$ cat src/rtl/mem_port_arbiter.sv
// Arbiter that shares a single-port unified memory between instruction fetch and the
// MEM stage. Data has priority, fetch is protected from starvation, and a stalled memory is timed out.
module mem_port_arbiter #(
    parameter int AW         = 10,
    parameter int DW         = 32,
    parameter int STARVE_MAX = 2,
    parameter int TIMEOUT    = 16
) (
    input  logic          clk,
    input  logic          rst,
    input  logic          if_req,
    input  logic [AW-1:0] if_addr,
    output logic          if_ready,
    output logic [DW-1:0] if_rdata,
    input  logic          dm_req,
    input  logic          dm_we,
    input  logic [AW-1:0] dm_addr,
    input  logic [DW-1:0] dm_wdata,
    output logic          dm_ready,
    output logic [DW-1:0] dm_rdata,
    output logic          mem_req,
    output logic          mem_we,
    output logic [AW-1:0] mem_addr,
    output logic [DW-1:0] mem_wdata,
    input  logic [DW-1:0] mem_rdata,
    input  logic          mem_ready,
    output logic          busy,
    output logic          timeout_err
);

    localparam int SW = $clog2(STARVE_MAX + 2);
    localparam int CW = $clog2(TIMEOUT + 2);

    typedef enum logic [1:0] {IDLE, IF_WAIT, DM_WAIT} state_t;

    state_t        state_q, state_d;
    logic          mem_req_q, mem_req_d;
    logic          mem_we_q, mem_we_d;
    logic [AW-1:0] mem_addr_q, mem_addr_d;
    logic [DW-1:0] mem_wdata_q, mem_wdata_d;
    logic          if_ready_q, if_ready_d;
    logic [DW-1:0] if_rdata_q, if_rdata_d;
    logic          dm_ready_q, dm_ready_d;
    logic [DW-1:0] dm_rdata_q, dm_rdata_d;
    logic          busy_q, busy_d;
    logic          timeout_err_q, timeout_err_d;
    logic [SW-1:0] streak_q, streak_d;
    logic [CW-1:0] tmo_cnt_q, tmo_cnt_d;

    logic          if_elig, dm_elig, finish, timed_out;
    logic [DW-1:0] ret_data;

    // A requester is not eligible in the cycle its ready pulse is showing.
    assign if_elig   = if_req && !if_ready_q;
    assign dm_elig   = dm_req && !dm_ready_q;
    assign timed_out = !mem_ready && (tmo_cnt_q == CW'(TIMEOUT));
    assign ret_data  = mem_ready ? mem_rdata : '0;

    always_comb begin
        state_d       = state_q;
        mem_req_d     = 1'b0;
        mem_we_d      = mem_we_q;
        mem_addr_d    = mem_addr_q;
        mem_wdata_d   = mem_wdata_q;
        if_ready_d    = 1'b0;
        if_rdata_d    = if_rdata_q;
        dm_ready_d    = 1'b0;
        dm_rdata_d    = dm_rdata_q;
        timeout_err_d = timeout_err_q;
        streak_d      = streak_q;
        tmo_cnt_d     = tmo_cnt_q;
        finish        = 1'b0;

        case (state_q)
            IDLE: begin
                if (dm_elig && !(if_elig && streak_q == SW'(STARVE_MAX))) begin
                    state_d     = DM_WAIT;
                    mem_req_d   = 1'b1;
                    mem_we_d    = dm_we;
                    mem_addr_d  = dm_addr;
                    mem_wdata_d = dm_wdata;
                    streak_d    = if_elig ? streak_q + SW'(1) : '0;
                    tmo_cnt_d   = '0;
                end else if (if_elig) begin
                    state_d    = IF_WAIT;
                    mem_req_d  = 1'b1;
                    mem_we_d   = 1'b0;
                    mem_addr_d = if_addr;
                    streak_d   = '0;
                    tmo_cnt_d  = '0;
                end
            end
            IF_WAIT, DM_WAIT: begin
                // The strobe cycle itself never completes or counts toward the timeout.
                if (!mem_req_q) begin
                    if (mem_ready || timed_out) begin
                        finish = 1'b1;
                    end else begin
                        tmo_cnt_d = tmo_cnt_q + CW'(1);
                    end
                end
            end
            default: state_d = IDLE;
        endcase

        if (finish) begin
            state_d = IDLE;
            if (timed_out) begin
                timeout_err_d = 1'b1;
            end
            if (state_q == IF_WAIT) begin
                if_ready_d = 1'b1;
                if_rdata_d = ret_data;
            end else begin
                dm_ready_d = 1'b1;
                if (!mem_we_q) begin
                    dm_rdata_d = ret_data;
                end
            end
        end

        busy_d = (state_d != IDLE);
    end

    always_ff @(posedge clk) begin
        if (rst) begin
            state_q       <= IDLE;
            mem_req_q     <= 1'b0;
            mem_we_q      <= 1'b0;
            mem_addr_q    <= '0;
            mem_wdata_q   <= '0;
            if_ready_q    <= 1'b0;
            if_rdata_q    <= '0;
            dm_ready_q    <= 1'b0;
            dm_rdata_q    <= '0;
            busy_q        <= 1'b0;
            timeout_err_q <= 1'b0;
            streak_q      <= '0;
            tmo_cnt_q     <= '0;
        end else begin
            state_q       <= state_d;
            mem_req_q     <= mem_req_d;
            mem_we_q      <= mem_we_d;
            mem_addr_q    <= mem_addr_d;
            mem_wdata_q   <= mem_wdata_d;
            if_ready_q    <= if_ready_d;
            if_rdata_q    <= if_rdata_d;
            dm_ready_q    <= dm_ready_d;
            dm_rdata_q    <= dm_rdata_d;
            busy_q        <= busy_d;
            timeout_err_q <= timeout_err_d;
            streak_q      <= streak_d;
            tmo_cnt_q     <= tmo_cnt_d;
        end
    end

    assign mem_req     = mem_req_q;
    assign mem_we      = mem_we_q;
    assign mem_addr    = mem_addr_q;
    assign mem_wdata   = mem_wdata_q;
    assign if_ready    = if_ready_q;
    assign if_rdata    = if_rdata_q;
    assign dm_ready    = dm_ready_q;
    assign dm_rdata    = dm_rdata_q;
    assign busy        = busy_q;
    assign timeout_err = timeout_err_q;

endmodule

$ cat config.mk
export PLATFORM = sky130hd
export DESIGN_NAME = mem_port_arbiter
export DESIGN_NICKNAME = d
export VERILOG_FILES = /design/src/rtl/mem_port_arbiter.sv
export SDC_FILE = /design/constraint.sdc
export NUM_CORES = 1
export LEC_CHECK = 0
export ABC_AREA = 1
export CAP_MARGIN = 0
export CORE_MARGIN = 2
export CORE_UTILIZATION = 40
export DETAILED_ROUTE_END_ITERATION = 12
export GPL_TIMING_DRIVEN = 0
export PLACE_DENSITY = 0.73
export SLEW_MARGIN = 0
export SYNTH_ARGS = -nofsm -noshare
export SYNTH_HDL_FRONTEND = slang
export SYNTH_SLANG_ARGS = --single-unit
$ cat constraint.sdc
create_clock -name clk -period 2.2 [get_ports clk]
set_clock_uncertainty 0.05 [all_clocks]
set_input_delay 0.22 -clock clk [delete_from_list [all_inputs] [get_ports clk]]
set_output_delay 0.22 -clock clk [all_outputs]
set_load 0.02 [all_outputs]
# ---- After elaboration in Yosys (flattened, before gate mapping)
# Cells that the tools add are included.
dict set report word_totals {
  regBits 121
  input_bits 90
  out_inout_bits 112
  word_cells 73
}
dict set report classes {
  add_sub_neg 2
  eq_ne 7
  n_mux 24
  bitwise_logic 4
  n_reduce_logical 23
}
# op count
set op_table {}
lappend op_table {{$mux 32} 1}
lappend op_table {{$mux 10} 2}
lappend op_table {{$mux 5} 4}
lappend op_table {{$mux 2} 6}
lappend op_table {{$pmux 5 s2} 1}
lappend op_table {{$mux 1} 9}
lappend op_table {{$reduce_and 2->1} 4}
lappend op_table {{$reduce_bool 2->1} 3}
lappend op_table {{$reduce_or 2->1} 3}
lappend op_table {{$add 5x1->5 const B} 1}
lappend op_table {{$eq 5x5->1 const B} 1}
lappend op_table {{$logic_and 1x1->1} 5}
lappend op_table {{$eq 2x2->1 const B} 2}
lappend op_table {{$logic_not 1->1} 4}
lappend op_table {{$ne 2x2->1 const B} 2}
lappend op_table {{$not 1->1} 4}
lappend op_table {{$pmux 2 s2} 1}
lappend op_table {{$reduce_and 4->1} 1}
lappend op_table {{$ne 3x3->1 const B} 1}
lappend op_table {{$reduce_and 3->1} 1}
lappend op_table {{$add 2x1->2 const B} 1}
lappend op_table {{$eq 2x1->1 const B} 1}
lappend op_table {{$logic_not 2->1} 1}
lappend op_table {{$logic_or 1x1->1} 1}

# ---- Depth between registers and ports, before layout
# Gate-level depths: netlist (run 1).
dict set report logic_depth {
  depth_word 9
  ltp_mapped 11
  depth_no_buf 11
}

# ---- Worst setup path before layout (run 1)
# Ideal clock, no wire load.
dict set report synth_path {
  kind {register to register}
  start {register state_q[0]}
  end {register if_rdata_q[10], in the netlist if_rdata[10]}
  t_arrival_ns 1.453
  required_time_ns 2.018
  setup_slack_ns 0.565
  stages_incl_launch_ff 11
  path_buffers 3
  synth_period_minus_slack_ns 1.635
  path_cell_list {dfxtp_1 inv_1 ha_1 buf_2 nand2_1 inv_2 nand3_2 buf_6 buf_4 nand2_1 a21oi_1}
}
dict set report synth_between {
  elab_chain_cells 4
  elab_cells_between_ends 5
  cone_classes {eq/ne (2); mux (1); reduce/logical (2)}
}
# item line_no
set synth_rtl {}
lappend synth_rtl {{from (decl)} 36} ;# state_t state_q, state_d;
lappend synth_rtl {{from (signal assigned)} 141} ;# state_q <= state_d;
lappend synth_rtl {{$eq 2x1->1 or $eq 2x2->1 (tied branches)} {74, 111}}
lappend synth_rtl {{$reduce_or 2->1} 74} ;# case (state_q)
lappend synth_rtl {{$mux 1} 74}
lappend synth_rtl {{$reduce_and 2->1 (no line) *} n/a}
lappend synth_rtl {{to (signal assigned)} 147} ;# if_rdata_q <= if_rdata_d;
lappend synth_rtl {{to (decl)} 42} ;# logic [DW-1:0] if_rdata_q, if_rdata_d;
# Every way passes the cells marked *; elsewhere a longest branch is shown, timed or not.
# A chain may end at the register's enable or synchronous reset.

# ---- Worst setup path in the final report (run 1)
dict set report layout_path {
  start {register state_q[0]}
  end {register dm_rdata_q[30], in the netlist dm_rdata[30]}
}
dict set report layout_between {
  elab_chain_cells 4
  elab_cells_between_ends 6
  cone_classes {eq/ne (2); mux (1); bitwise (1); reduce/logical (2)}
}
# item line_no
set layout_rtl {}
lappend layout_rtl {{$eq 2x1->1 or $eq 2x2->1 (tied branches)} {74, 111}}
lappend layout_rtl {{$reduce_or 2->1} 74}
lappend layout_rtl {{$mux 1} 74}
lappend layout_rtl {{$reduce_and 3->1 (no line) *} n/a}
lappend layout_rtl {{to (signal assigned)} 149} ;# dm_rdata_q <= dm_rdata_d;
lappend layout_rtl {{to (decl)} 44} ;# logic [DW-1:0] dm_rdata_q, dm_rdata_d;
# Marks and branches as above.

==> results of run 1 <==
==> flip-flops by register name, indices dropped and copies added (netlist names) <==
signal       cells
mem_we           1
busy             1
dm_rdata        32
timeout_err      1
mem_addr        10
tmo_cnt_q        5
dm_ready         1
if_ready         1
mem_wdata       32
if_rdata        32
streak_q         2
mem_req          1
state_q          2
==> cell type report <==
cell class	count	share of cell area, %
well taps	168	2.70
clock inverters	8	1.19
inverters	62	3.01
repair buffers	200	25.7
clock buffers	24	6.32
plain buffers	47	3.41
flip-flops and latches	121	31.1
multi-input cells	464	26.5
==> routing by layer <==
| layer | wire length [um] | up-vias | track usage [%] |
|---|---|---|---|
| met3 | 1370 | 19 | 8.84 |
| met2 | 6790 | 195 | 37.0 |
| li1 | - | 2639 | - |
| met5 | 0 | - | 0 |
| met4 | 197 | 0 | 9.16 |
| met1 | 6710 | 2242 | 27.7 |
==> stage by stage <==
stage          power, W  instances  cell area, sq um  util [%]
2_1_floorplan   0.00374        694              4980         -
3_3_place_gp    0.00454       1062              7190      59.6
3_5_place_dp    0.00455       1062              7190      59.6
4_1_cts         0.00730       1094              7780      64.5
5_1_grt         0.00762       1094              7780      64.5
6_report        0.00725       1094              7780      64.5
==> synthesized netlist by cell type (all sizes together) <==
| library cell | n |
|---|---|
| a21oi | 102 |
| buf | 34 |
| clkbuf | 13 |
| clkinv | 2 |
| dfxtp | 121 |
| ha | 5 |
| inv | 60 |
| nand2 | 248 |
| nand3 | 15 |
| nand4 | 30 |
| nor2 | 48 |
| nor3 | 2 |
| o211ai | 1 |
| o21ai | 12 |
| xnor2 | 1 |
==> where the power goes <==
group,switching [W],internal (W)
clock network,0.000963,0.00178
registers,0.000139,0.00243
logic,0.00114,0.000803
==> worst max-delay path by stage <==
stage | to | slack, ns | cells after the start
finish | dm_rdata[30]$_SDFFE_PP0P_ | 0.24 | 9
CTS | dm_rdata[30]$_SDFFE_PP0P_ | 0.25 | 9
global route | dm_rdata[30]$_SDFFE_PP0P_ | 0.07 | 9
floorplan | if_rdata[10]$_SDFFE_PP0P_ | 0.56 | 10
detailed placement | dm_rdata[30]$_SDFFE_PP0P_ | 0.26 | 9
global placement | dm_rdata[30]$_SDFFE_PP0P_ | 0.27 | 9
==> worst max-delay path: cells and delay by family (launching register included) <==
kind | cells | cell delay [ns]
buffers and inverters | 4 | 0.63
AO/OA/AOI/OAI | 1 | 0.16
adder cells (fa/ha/maj) | 1 | 0.27
AND/OR/NAND/NOR | 3 | 0.39
flip-flops | 1 | 0.35
==> cells by family after synthesis <==
logic type,Yosys count,synth area share (%)
buffers and inverters,109,10.0
XOR/XNOR,1,0.176
AO/OA/AOI/OAI,115,11.6
flip-flops,121,48.6
AND/OR/NAND/NOR,343,28.3
adder cells (fa/ha/maj),5,1.26
==> cell usage in the layout, fill, tap and decap left out, types with 2 or more instances in the layout <==
cell type,netlist,layout
buf_4,5,5
nand3_1,12,12
clkinv_2,1,6
clkbuf_16,0,17
clkbuf_1,12,15
nand2_1,246,246
clkdlybuf4s50_1,0,200
dfxtp_1,121,121
ha_1,5,5
clkbuf_8,0,4
a21oi_1,102,102
buf_1,4,4
o21ai_0,12,12
nor2_1,47,47
nor3_1,2,2
buf_6,6,6
nand3_2,3,3
bufinv_16,0,2
buf_2,19,19
inv_1,59,59
nand4_1,30,30
==> results.toml, run 1 <==
[run_status]
status = "complete, no violations"

[timing]
hold_viol = 0
min_period_ns = 1.96
finalWorstSetupSlack_ns = 0.245
max_freq_mhz = 511
worst_pin_slew_ns = 0.613
setup_tns_ns = 0
fin_crit_sh_pct = 88.9
slew_viol_final = 0
rsz0062_at_grt = "no"
setup_viol = 0
max_slew_margin_pct = 59.1
whs_ns = 0.305

[layout]
insertedDiodeCount = 0
drive_above_1_share_pct = 7.34
syn_to_final_growth_pct = 56.1
n_fill_cell = 1105
num-nets-final = 1008
multiInputGateArea_sq_um = 2060
regArea_sq_um = 2420

[route]
wl_per_cell_um = 13.8
dr.pass1.iters = 4
drtIter0Drc = 294
ant_nets = 0
drt-total-wl_um = 15100
num_vias = 5095
viasPerCell = 4.66
drcViolationCount = 0

[clock_tree]
clockRootBuffer = "clkbuf_16"
clock-sinks = 121
numCtsBuffers = 17
htree_num_levels = 4
clk_pin_slew_ns = 0.06
clk_path_buf_depth = 2
clkLatencyLatePin_ns = 0.41
postCtsSetupRepairBufs = 0
cts_tree = "yes"
cts_hold_buf = 0
cts_resized = 0

[floorplanning]
row_count = 40
die_width_um = 116
coreArea_sq_um = 12100
start_util_pct = 41.3
die_y_um = 116
ios = 202
die_area_sq_um = 13400

[hold_path]
min_path_cells = 3
min_delay_worst_endpoint = "mem_wdata[12]$_SDFFE_PP0P_"
worstHoldStart = "dm_wdata[12]"
hold_class = "primary input to flop"

[setup_path]
crit_start = "state_q[0]$_SDFF_PP0_"
r2r_start = "state_q[0]$_SDFF_PP0_"
r2r_slack_ns = 0.24
crit_arrival_ns = 2.21
critical_path_class = "flop to flop"
cp_slowest_stage_delay_ns = 0.35
r2r_end = "dm_rdata[30]$_SDFFE_PP0P_"
cpMaxStageDelayCell = "dfxtp_1"
end_kind = "flop"
worst_ep_required_time_ns = 2.45
cp_max_fo = 10
cp-start-kind = "flop"
cp_common_cell = "buf_2"
r2r_cells = 9
cp_cell_sequence = "inv_1, ha_1, buf_2, nand2_1, inv_2, nand3_2, buf_2, a21oi_1, nor2_1"

[place]
io_buffers = 200
hpwl_um = 10700
gp_congestion = 0.842
detailedPlace.worstSlack_ns = 0.265

[yosys]
syn_inst = 694
synth_warnings = 0
syn_avg_cell_area_sq_um = 7.18
synth_area_leaders = "dfxtp_1, nand2_1, a21oi_1"
yosys.area.top_type = "dfxtp_1"
synth_nets = 789
synth.distinct_cells = 25
synth_top_area_share_pct = 48.6
yosys_register_bits = 121
syn-cell-area_sq_um = 4980
synth-seq-area-share_pct = 48.6

[grt]
antenna_found_initial = 0
grt.total_usage_pct = 23.0
grt_overflow_total = 0
grt_max_degree = 17
grt_pass1_vias = 4803
grt_pass1_wl_um = 23800

[power]
p_leak_nw = 3.21
peakVddDrop_mv = 0.537
power_density_nw_per_um2 = 932

[flow_run]
cap_violations = 0
Power figures use the tool's default switching activity.
==> run 2: changes to the inputs <==
Settings changed: CTS_CLUSTER_SIZE from default to 8, REMOVE_ABC_BUFFERS from default to 1.
==> run 2 against run 1 <==
Compared with the run above: global-route usage is 0.11 points higher; clock power decreased by 11%; worst setup slack lost 0.062 ns; sequential share of layout area is 0.41 points higher; total power down 2.7%; hold slack better by 0.0096 ns; sequential power about the same; register-to-register slack worse by 0.06 ns; largest cell class unchanged; final cell count shrank 3.4%; largest power group is now sequential cells; critical endpoint unchanged; highest routed layer unchanged; utilization decreased by 0.84 points.
==> results.toml, run 2 (synthesis gave the netlist of run 1 again) <==
[timing]
rsz0062_at_grt = "no"
hold_viol = 0
max_slew_margin_pct = 48.2
slew_viol_final = 0
finalWorstSetupSlack_ns = 0.182
worst_pin_slew_ns = 0.777
max_freq_mhz = 496
fin_crit_sh_pct = 91.7
setup_viol = 0
min_period_ns = 2.02

[place]
gp_congestion = 0.808
placed_cells = 1018
hpwl_um = 9740
detailedPlace.worstSlack_ns = -1.22
io_buffers = 201

[grt]
grt_pass1_vias = 5067
grt.total_usage_pct = 23.1
grt_max_degree = 95
grt_pass1_wl_um = 24000
antenna_found_initial = 0
grt_overflow_total = 0

[run_status]
status = "complete, no violations"

[layout]
num-nets-final = 973
final_common_cell = "nand2_1"
layout_common_cells = "nand2_1, clkdlybuf4s50_1, dfxtp_1"
drive_above_1_share_pct = 5.51
fin_cells = 1057
insertedDiodeCount = 0
utilization_pct = 63.7
syn_to_final_growth_pct = 54.1

[setup_path]
worst_ep_required_time_ns = 2.45
cp_max_fo = 18
crit_arrival_ns = 2.27
cp-start-kind = "flop"
end_kind = "flop"
critical_path_class = "flop to flop"

[floorplanning]
row_count = 40
die_y_um = 116
ios = 202
die_area_sq_um = 13400
coreArea_sq_um = 12100
die_width_um = 116
start_util_pct = 41.3

[clock_tree]
clk_path_buf_depth = 2
clkLatencyLatePin_ns = 0.41
cts_tree = "yes"
clock-sinks = 121
clockRootBuffer = "clkbuf_16"
clk_pin_slew_ns = 0.05
htree_num_levels = 4
numCtsBuffers = 17

[route]
dr.pass1.iters = 5
drcViolationCount = 0
ant_nets = 0
viasPerCell = 4.92
wl_per_cell_um = 14.6
drtIter0Drc = 387
drt-total-wl_um = 15500
num_vias = 5203

[power]
p_leak_nw = 3.09
power_density_nw_per_um2 = 918
peakVddDrop_mv = 0.629

[hold_path]
hold_class = "primary input to flop"

[flow_run]
cap_violations = 0
run 2: cell count changes in the layout (fill, tap and decap cells not counted), moves of 2 or more:
cell | before | now
nand2_1 | 246 | 244
clkinv_2 | 6 | 3
nand3_4 | 0 | 5
nand3_2 | 3 | 0
buf_1 | 4 | 0
buf_6 | 6 | 0
clkbuf_1 | 15 | 6
buf_2 | 19 | 1
run 2: worst max-delay path, cell delays in order, from the launching register on:
cell and delay [ns]:
dfxtp_1 0.31, inv_1 0.10, ha_1 0.35, nor2_4 0.47, nand3_4 0.30, a21oi_1 0.26
nor2_1 0.06
run 2: per-layer routing:
| metal | share of wire (%) | global-route usage [%] |
|---|---|---|
| met5 | 0 | 0 |
| met4 | 1.7 | 8.92 |
| met3 | 9.0 | 9.94 |
| met2 | 49 | 38.9 |
| met1 | 41 | 25.8 |
run 2: worst paths after layout:
| path | from | endpoint | cells after the start | slack, ns |
|---|---|---|---|---|
| hold reg to reg | dm_rdata[28]$_SDFFE_PP0P_ | dm_rdata[28]$_SDFFE_PP0P_ | 2 | 0.41 |
| setup reg to reg | state_q[1]$_SDFF_PP0_ | dm_rdata[30]$_SDFFE_PP0P_ | 6 | 0.18 |
| hold / removal | dm_wdata[24] | mem_wdata[24]$_SDFFE_PP0P_ | 3 | 0.31 |
| setup / recovery | state_q[1]$_SDFF_PP0_ | dm_rdata[30]$_SDFFE_PP0P_ | 6 | 0.18 |
run 2: stage by stage:
step,cell area [sq um],setup TNS (ns),hold slack (ns),total power [W]
6_report,7680,0,0.314,0.00705
4_1_cts,7620,0,0.297,0.00701
5_1_grt,7680,0,0.307,0.00743
3_5_place_dp,6980,-80.21,0.387,0.00447
3_3_place_gp,6940,-225.78,0.399,0.00440
2_1_floorplan,4720,-13.98,0.239,0.00360
run 2: final cells by class:
cell class / instances / area, sq um
Timing Repair Buffer: 208 / 2090
Fill cell: 1039 / 4380
Timing Repair inverter: 2 / 16.3
Clock inverter: 3 / 15.0
Sequential cell: 121 / 2420
Tap cell: 168 / 210
Multi-Input combinational cell: 466 / 2150
Inverter: 62 / 275
Clock buffer: 27 / 503
run 2: power breakdown:
group          total (W)  internal [W]  switching [W]
Sequential       0.00257       0.00243       0.000147
Combinational    0.00204      0.000814        0.00123
Clock            0.00244       0.00154       0.000899
run 2: timing repair:
item,CTS,global route
resized for setup,13,7
hold endpoints to repair,2,0
setup buffers,4,0
pin swaps,1,1
endpoints found under the setup margin,109,89
hold buffers,1,0
cloned,1,3
==> run 3: changes to the inputs <==
Settings changed: SKIP_CTS_REPAIR_TIMING from default to 1, SKIP_LAST_GASP from default to 1, TNS_END_PERCENT from default to 5.
==> run 3 against run 2 <==
Compared with the run above: critical path type unchanged; global-route usage is 0.64 points lower; clock power about the same; maximum frequency decreased by 4.5%; design area is 0.62% lower; combinational power shrank 3%; worst setup slack worse by 0.096 ns; flip-flop and latch count did not move; sequential power about the same; first-iteration DRC count is 3.9% lower.
==> results.toml, run 3 (synthesis gave the netlist of run 1 again) <==
[floorplanning]
coreArea_sq_um = 12100
row_count = 40
ios = 202
die_y_um = 116
die_width_um = 116
die_area_sq_um = 13400
start_util_pct = 41.3

[route]
ant_nets = 0
routed.top_layer = "met4"
wl_met3_um = 1440
drt-total-wl_um = 15400
num_vias = 5166
wl_met2_um = 7340
drtIter0Drc = 372
dr.pass1.iters = 4
wl_per_cell_um = 14.6
drcViolationCount = 0
met1_length_um = 6290
viasPerCell = 4.89

[timing]
rsz0062_at_grt = "yes"
finalWorstSetupSlack_ns = 0.0864
max_freq_mhz = 473
max_slew_margin_pct = 47.5
setup_viol = 0
fin_crit_sh_pct = 96.1
slew_viol_final = 0
min_period_ns = 2.11
setup_tns_ns = 0
worst_pin_slew_ns = 0.787
hold_viol = 0
whs_ns = 0.309

[setup_path]
worst_ep_required_time_ns = 2.49
cp-start-kind = "flop"
end_kind = "flop"
crit_arrival_ns = 2.41
critical_path_class = "flop to flop"
cp_max_fo = 33

[layout]
syn_to_final_growth_pct = 53.1
multiInputGateArea_sq_um = 2140
final_common_cell = "nand2_1"
n_fill_cell = 1041
num-nets-final = 972
layout_common_cells = "nand2_1, clkdlybuf4s50_1, dfxtp_1"
insertedDiodeCount = 0
post-route-cell-area_sq_um = 7630
regArea_sq_um = 2420
drive_above_1_share_pct = 5.29

[clock_tree]
cts_tree = "yes"
clock-sinks = 121
clk_pin_slew_ns = 0.05
clkLatencyLatePin_ns = 0.42
clockRootBuffer = "clkbuf_16"
clk_path_buf_depth = 2
numCtsBuffers = 17
htree_num_levels = 4

[grt]
grt_pass1_wl_um = 23400
grt_pass1_vias = 4994
grt.total_usage_pct = 22.4
antenna_found_initial = 0
grt_max_degree = 95
grt_overflow_total = 0

[power]
p_leak_nw = 3.07
power_density_nw_per_um2 = 915
peakVddDrop_mv = 0.627

[flow_run]
cap_violations = 0

[place]
detailedPlace.worstSlack_ns = -1.22
io_buffers = 201
gp_congestion = 0.808
placed_area_sq_um = 6980
hpwl_um = 9740

[hold_path]
hold_class = "primary input to flop"

[run_status]
status = "complete, no violations"
run 3: layer usage:
layer  vias to the layer above  track usage [%]
met3                        31             10.0
met2                       227             37.7
met4                         0             8.67
li1                       2578                -
met5                         -                0
met1                      2330             25.0
run 3: cell type report:
class                   instances  area share, %
clock inverters                 3          0.197
flip-flops and latches        121           31.7
well taps                     168           2.76
repair buffers                207           27.3
inverters                      62           3.30
repair inverters                1         0.0984
multi-input cells             467           28.1
clock buffers                  27           6.59
run 3: final timing paths:
path	start	to	slack, ns	depth (start not counted)
worst max-delay path	state_q[0]$_SDFF_PP0_	if_rdata[30]$_SDFFE_PP0P_	0.09	9
worst max register to register	state_q[0]$_SDFF_PP0_	if_rdata[30]$_SDFFE_PP0P_	0.09	9
worst min-delay path	dm_wdata[24]	mem_wdata[24]$_SDFFE_PP0P_	0.31	3
worst min register to register	dm_rdata[28]$_SDFFE_PP0P_	dm_rdata[28]$_SDFFE_PP0P_	0.41	2
run 3: critical path, cell delays in order, from the launching register on:
cell,delay [ns]
dfxtp_1,0.36
inv_1,0.08
ha_2,0.41
nand2_1,0.20
inv_8,0.26
nand3_4,0.16
buf_4,0.26
nand2_1,0.07
nand2_1,0.05
nor2_1,0.14
run 3: per-stage QoR:
stage	power (W)	utilization, %	instances
6_report	0.00698	63.3	1056
5_1_grt	0.00736	63.3	1056
4_1_cts	0.00692	62.1	1048
3_5_place_dp	0.00447	57.8	1018
3_3_place_gp	0.00440	57.5	1016
2_1_floorplan	0.00360	-	647
run 3: report_power, final:
part	total, W	internal [W]	switching (W)
combinational	0.00197	0.000759	0.00121
sequential	0.00257	0.00243	0.000147
clock	0.00244	0.00154	0.000902
